===== src/rtl/conv_mem_pkg.sv =====
// State encodings and default sizing shared by the convolver line-buffer sequencer.
package conv_mem_pkg;

  typedef enum logic [1:0] {
    ST_IDLE = 2'b00,
    ST_LOAD = 2'b01,
    ST_PROC = 2'b10,
    ST_READ = 2'b11
  } seqState_e;

  localparam int DEF_NB_ADDRESS   = 10;
  localparam int DEF_NB_IMAGE     = 10;
  localparam int DEF_NB_BLOCK     = 8;
  localparam int DEF_CONV_LATENCY = 6;
  localparam int DEF_KERNEL_SIZE  = 3;

  function automatic int maxInt(input int a, input int b);
    return (a > b) ? a : b;
  endfunction

endpackage


===== src/rtl/valid_edge_det.sv =====
// Registered rising-edge detector for the host data strobe.
module valid_edge_det (
  input  logic i_CLK,
  input  logic i_reset,
  input  logic i_valid,
  output logic o_edge
);

  logic vldQ;

  always_ff @(posedge i_CLK or negedge i_reset) begin
    if (!i_reset) begin
      vldQ <= 1'b0;
    end else begin
      vldQ <= i_valid;
    end
  end

  assign o_edge = i_valid & ~vldQ;

endmodule


===== src/rtl/conv_mem_seq_ctrl.sv =====
// Address sequencer for the convolver line-buffer memories (LOAD, PROC, READ-back phases).
// Define CONV_STALL_EN to add i_stall, which freezes the PROC counters and masks the convolver valid.
module conv_mem_seq_ctrl
  import conv_mem_pkg::*;
#(
  parameter int NB_ADDRESS   = DEF_NB_ADDRESS,
  parameter int NB_IMAGE     = DEF_NB_IMAGE,
  parameter int NB_BLOCK     = DEF_NB_BLOCK,
  parameter int CONV_LATENCY = DEF_CONV_LATENCY,
  parameter int KERNEL_SIZE  = DEF_KERNEL_SIZE
) (
  input  logic                  i_CLK,
  input  logic                  i_reset,
  input  logic [NB_IMAGE-1:0]   i_imgLength,
  input  logic [NB_BLOCK-1:0]   i_blocks,
  input  logic                  i_load,
  input  logic                  i_SoP,
`ifdef CONV_STALL_EN
  input  logic                  i_stall,
`endif
  input  logic                  i_valid,
  output logic [NB_ADDRESS-1:0] o_writeAdd,
  output logic [NB_ADDRESS-1:0] o_readAdd,
  output logic                  o_EoP,
  output logic                  o_changeBlock,
  output logic                  o_fms2conVld,
  output logic [1:0]            o_state,
  output logic [NB_BLOCK-1:0]   o_blockCnt,
  output logic                  o_done,
  output logic                  o_err
);

  localparam int NB_CMP = maxInt(NB_ADDRESS, NB_IMAGE) + 1;

  seqState_e             state, stateNext;
  logic [NB_ADDRESS-1:0] rdCnt, rdNext;
  logic [NB_ADDRESS-1:0] wrCnt, wrNext;
  logic [NB_IMAGE-1:0]   imgLen, imgLenNext;
  logic [NB_BLOCK-1:0]   blocks, blocksNext;
  logic [NB_BLOCK-1:0]   blockCnt, blockCntNext;
  logic                  loaded, loadedNext;
  logic                  eop, eopNext;
  logic                  changeBlock, changeBlockNext;
  logic                  fmsVld, fmsVldNext;
  logic                  done, doneNext;
  logic                  err, errNext;

  logic                  validEdge;
  logic                  stall;
  logic                  procStall;
  logic [NB_CMP-1:0]     rdExt, wrExt, hExt, lastWr;
  logic [NB_IMAGE:0]     lastWrImg;
  logic [NB_BLOCK:0]     blockInc;
  logic                  rdAtEnd, wrAtEnd, kernelFits;

  valid_edge_det uEdge (
    .i_CLK   (i_CLK),
    .i_reset (i_reset),
    .i_valid (i_valid),
    .o_edge  (validEdge)
  );

`ifdef CONV_STALL_EN
  assign stall = i_stall;
`else
  assign stall = 1'b0;
`endif

  assign procStall = stall && (state == ST_PROC);

  // Last write address is H-(KERNEL_SIZE-1); the IDLE guard keeps it from going negative.
  assign lastWrImg  = {1'b0, imgLen} - (NB_IMAGE+1)'(KERNEL_SIZE - 1);
  assign lastWr     = NB_CMP'(lastWrImg);
  assign rdExt      = NB_CMP'(rdCnt);
  assign wrExt      = NB_CMP'(wrCnt);
  assign hExt       = NB_CMP'(imgLen);
  assign rdAtEnd    = (rdExt == hExt);
  assign wrAtEnd    = (wrExt == lastWr);
  assign kernelFits = (hExt >= NB_CMP'(KERNEL_SIZE - 1));
  assign blockInc   = {1'b0, blockCnt} + 1'b1;

  always_ff @(posedge i_CLK or negedge i_reset) begin
    if (!i_reset) begin
      state       <= ST_IDLE;
      rdCnt       <= '0;
      wrCnt       <= '0;
      imgLen      <= '0;
      blocks      <= '0;
      blockCnt    <= '0;
      loaded      <= 1'b0;
      eop         <= 1'b0;
      changeBlock <= 1'b0;
      fmsVld      <= 1'b0;
      done        <= 1'b0;
      err         <= 1'b0;
    end else begin
      state       <= stateNext;
      rdCnt       <= rdNext;
      wrCnt       <= wrNext;
      imgLen      <= imgLenNext;
      blocks      <= blocksNext;
      blockCnt    <= blockCntNext;
      loaded      <= loadedNext;
      eop         <= eopNext;
      changeBlock <= changeBlockNext;
      fmsVld      <= fmsVldNext;
      done        <= doneNext;
      err         <= errNext;
    end
  end

  always_comb begin
    stateNext       = state;
    rdNext          = rdCnt;
    wrNext          = wrCnt;
    imgLenNext      = imgLen;
    blocksNext      = blocks;
    blockCntNext    = blockCnt;
    loadedNext      = loaded;
    eopNext         = eop;
    fmsVldNext      = fmsVld;
    doneNext        = done;
    changeBlockNext = 1'b0;
    errNext         = 1'b0;

    case (state)
      ST_IDLE: begin
        rdNext     = '0;
        wrNext     = '0;
        fmsVldNext = 1'b0;
        if (i_load && i_SoP) begin
          errNext = 1'b1;
        end else if (i_load) begin
          imgLenNext = i_imgLength;
          blocksNext = i_blocks;
          doneNext   = 1'b0;
          stateNext  = ST_LOAD;
        end else if (i_SoP) begin
          if (loaded && kernelFits) begin
            fmsVldNext = 1'b1;
            stateNext  = ST_PROC;
          end else begin
            errNext = 1'b1;
          end
        end else if (eop) begin
          stateNext = ST_READ;
        end
      end

      // LOAD and READ share the strobe-driven address walk; only the completion bookkeeping differs.
      ST_LOAD, ST_READ: begin
        if (rdAtEnd) begin
          if (!i_load) begin
            changeBlockNext = 1'b1;
            stateNext       = ST_IDLE;
            if (state == ST_LOAD) begin
              loadedNext = 1'b1;
            end else begin
              eopNext = 1'b0;
              if (blockInc == {1'b0, blocks}) begin
                doneNext     = 1'b1;
                blockCntNext = '0;
              end else begin
                blockCntNext = blockInc[NB_BLOCK-1:0];
              end
            end
          end
        end else if (validEdge && (rdExt < hExt)) begin
          rdNext = rdCnt + 1'b1;
        end
      end

      ST_PROC: begin
        if (!procStall) begin
          if (rdExt < hExt) begin
            rdNext = rdCnt + 1'b1;
          end
          if ((rdExt >= NB_CMP'(CONV_LATENCY)) && (wrExt < lastWr)) begin
            wrNext = wrCnt + 1'b1;
          end
          if (wrAtEnd) begin
            fmsVldNext = 1'b0;
            if (!i_SoP) begin
              eopNext    = 1'b1;
              loadedNext = 1'b0;
              stateNext  = ST_IDLE;
            end
          end
        end
      end

      default: stateNext = ST_IDLE;
    endcase
  end

  assign o_readAdd     = rdCnt;
  assign o_writeAdd    = (state == ST_PROC) ? wrCnt : rdCnt;
  assign o_EoP         = eop;
  assign o_changeBlock = changeBlock;
  assign o_fms2conVld  = fmsVld & ~procStall;
  assign o_state       = state;
  assign o_blockCnt    = blockCnt;
  assign o_done        = done;
  assign o_err         = err;

endmodule


===== config.mk =====
export PLATFORM = sky130hd
export DESIGN_NAME = conv_mem_seq_ctrl
export DESIGN_NICKNAME = d
export VERILOG_FILES = /design/src/rtl/conv_mem_pkg.sv /design/src/rtl/valid_edge_det.sv /design/src/rtl/conv_mem_seq_ctrl.sv
export SDC_FILE = /design/constraint.sdc
export NUM_CORES = 1
export LEC_CHECK = 0
export ABC_AREA = 1
export BUFFER_PORTS_ARGS = -buffer_cell sky130_fd_sc_hd__buf_2
export CAP_MARGIN = 10
export CELL_PAD_IN_SITES_DETAIL_PLACEMENT = 1
export CELL_PAD_IN_SITES_GLOBAL_PLACEMENT = 1
export CORE_ASPECT_RATIO = 2
export CORE_UTILIZATION = 46
export CTS_BUF_LIST = sky130_fd_sc_hd__clkbuf_4 sky130_fd_sc_hd__clkbuf_8
export CTS_CLUSTER_DIAMETER = 200
export CTS_CLUSTER_SIZE = 24
export DETAILED_ROUTE_END_ITERATION = 10
export GPL_TIMING_DRIVEN = 0
export PLACE_DENSITY = 0.95
export SLEW_MARGIN = 20
export SYNTH_ARGS = -nofsm -noshare
export SYNTH_HDL_FRONTEND = slang
export SYNTH_SLANG_ARGS = --single-unit

===== constraint.sdc =====
create_clock -name i_CLK -period 4.3 [get_ports i_CLK]
set_input_delay 1.075 -clock i_CLK [delete_from_list [all_inputs] [get_ports i_CLK]]
set_output_delay 1.075 -clock i_CLK [all_outputs]
set_load 0.02 [all_outputs]

==> run metrics <==
most frequent cells after synthesis=nand2_1, nor2_1, dfrtp_1; worst slew pin tran=0.750 ns; synth top area cells=dfrtp_1, nand2_1, ha_1, nor2_1, nand3_1; post-route ant nets=0; Final Max Tran Viols=0; Worst Setup Slack, final=1.05 ns; Vias/cell=5.61; Hold Crit Class=reg2reg; layout cells sized above 1=0.168; RD Place Congestion=0.940; post-cts resize count=0; xor-xnor portion of the synthesized cell area=0.0387; RSZ-0062 raised after global routing=false; Worst-path clk slew=0.09 ns; CTS root buffer=clkbuf_8; simple-gate area share of the yosys netlist=0.331; outcome=completed; Yosys top cell area share=0.358; initial antenna violation count=0; largest family of logic cells by synthesized area=simple AND/OR/NAND/NOR gates; register bit total from synthesis=55; synth warn=0; Yosys cell types=37; Post-Synth Adder-Cell Area=0.0944; Max Used Layer=met4; top-count cell post-synth=nand2_1; Slew headroom=0.500; min-delay src=o_done$_DFFE_PN0P_; Synth Flop Type=dfrtp_1; final count of negative-setup-slack endpoints=0; Hold Vio Cnt, Final=0; number of buffers created by CTS=5; Crit Path Class=reg2out; post-CTS setup repair buffer count=0; met1 WL=4220 µm; Cell Pwr Density=489 nW/µm²; Critical Path End Type=output pin; initial core utilization=0.480; R2R Path Start=imgLen[2]$_DFFE_PN0P_; crit path max fanout=10; met2 WL=6470 µm; Post-Syn Instances=532; drt pass-1 iters=4; H-tree lvl count=2; routed vias=3886; post-synthesis to final-layout area growth=12.9%; Clock Latency Late Sink=0.33 ns; Detailed Route WL=11800 µm; Peak VDD IR=0.212 mV; sequential fraction of the synthesis area=0.358; Syn Nets=584; die area=8750 µm²; dpl ws=1.25 ns; Detail Placement HPWL=9430 µm; Critical Path AT=2.17 ns; Die Y-Extent=131 µm; Setup Total Neg Slack=0 ns; Worst setup SP type=register; TritonCTS clock tree=yes; hold_buf cts=0; first-pass GRT wire length=19500 µm; aggregate global-route resource usage=0.293; Tcrit/Tclk final=0.755; Filler cells=1076; largest net degree at the start of global routing=56; post-synthesis compound-gate area fraction=0.0856; vias in the first global route=4211; Mean Syn Cell Area=7.22 µm²; area of the multi-input gates=2180 µm²; Register Area=1380 µm²; Final nets=648; fin crit period=3.25 ns; Post-synth EDFFs=0; maxcap violations=0; clk sinks=55; gr ovfl total=0; DRC=0; WL met3=383 µm; I/O pin count=58; worst clock skew=0.0160 ns; crit path launch=o_state[0]$_DFFE_PN0P_; multiplexer share of the synthesized area=0.0176; Leak=2.25 nW; WL/cell=17.0 µm; Yosys top cell by area=dfrtp_1; drt initial violations=149; Max Freq=0.308 GHz; Longest Clk Path Bufs=2; post-synthesis cell area=3840 µm²; input/output buffers=57; Die Wd=66.6 µm; Synth async-reset ratio=1.00; Critical Path RT=3.22 ns; ANT cells=0; Core Area=8000 µm²; # rows=46
==> final timing paths <==
kind,endpoint,slack [ns],cells past startpoint
worst max register to register,wrCnt[9]$_DFFE_PN0P_,1.21,17
worst min register to register,o_done$_DFFE_PN0P_,0.51,2
worst min-delay path,o_done$_DFFE_PN0P_,0.51,2
min in group asynchronous,o_blockCnt[4]$_DFFE_PN0P_,0.79,1
worst max-delay path,o_writeAdd[6],1.05,7
max in group asynchronous,o_changeBlock$_DFF_PN0_,3.00,1
==> layout by cell type (no fill, tap or decap), types with 2 or more instances in the layout <==
cell type   instances
nand2_1           148
buf_2              62
nor2_1             59
dfrtp_1            55
inv_1              53
nand3_1            41
ha_1               29
a21oi_1            28
o21ai_0            23
xor2_1             14
nand4_1            12
clkbuf_1            6
nor2_2              6
mux2_2              6
inv_2               5
nand2_2             5
nor3_1              5
o21ai_1             5
clkbuf_8            5
nand3b_1            4
xnor2_1             3
nor3_2              3
clkinvlp_4          2
==> power breakdown <==
part	switching (mW)	internal (mW)	leakage [nW]
sequential	0.120	0.645	0.704
clock	0.191	0.114	0.0402
combinational	0.710	0.340	1.51
==> flip-flops by register name, summed over array words and instances (netlist names) <==
signal and cells:
loaded 1, wrCnt 10, o_done 1, blocks 8, o_readAdd 10, imgLen 10
o_state 2, o_err 1, o_changeBlock 1, o_fms2conVld 1, uEdge.vldQ 1, o_blockCnt 8
o_EoP 1
==> cell families after synthesis <==
family / Yosys count
AO/OA/AOI/OAI: 62
XOR/XNOR: 17
adder cells (fa/ha/maj): 29
buffers and inverters: 72
flip-flops: 55
multiplexers: 6
AND/OR/NAND/NOR: 291
==> area by class of cell <==
type	count	share of cell area
plain buffers	14	0.0156
clock buffers	5	0.0159
clock inverters	3	0.00461
inverters	58	0.0502
multi-input cells	405	0.503
flip-flops and latches	55	0.317
well taps	96	0.0277
repair buffers	57	0.0663
==> per-layer routing <==
metal  vias up  global-route usage
met1      1898               0.281
met5         -                   0
met2        98               0.543
met4         0               0.186
li1       1845                   -
met3        45              0.0417
==> stage by stage <==
step	utilization	power [mW]	area (µm²)	instances	hold WS, ns
CTS	0.543	2.13	4340	693	0.517
global placement	0.531	1.75	4250	685	0.469
global route	0.543	2.29	4340	693	0.536
finish	0.543	2.12	4340	693	0.512
floorplan	-	1.47	3840	532	0.453
detailed placement	0.531	1.82	4250	685	0.502
==> worst max-delay path, stage by stage, from the launching register on <==
cell,delay (ns)
dfrtp_1,0.44
inv_1,0.10
ha_1,0.23
clkbuf_1,0.36
clkbuf_1,0.34
nand2_1,0.09
o21ai_0,0.10
buf_2,0.20
Note: power is estimated with default switching activity, not from simulation.
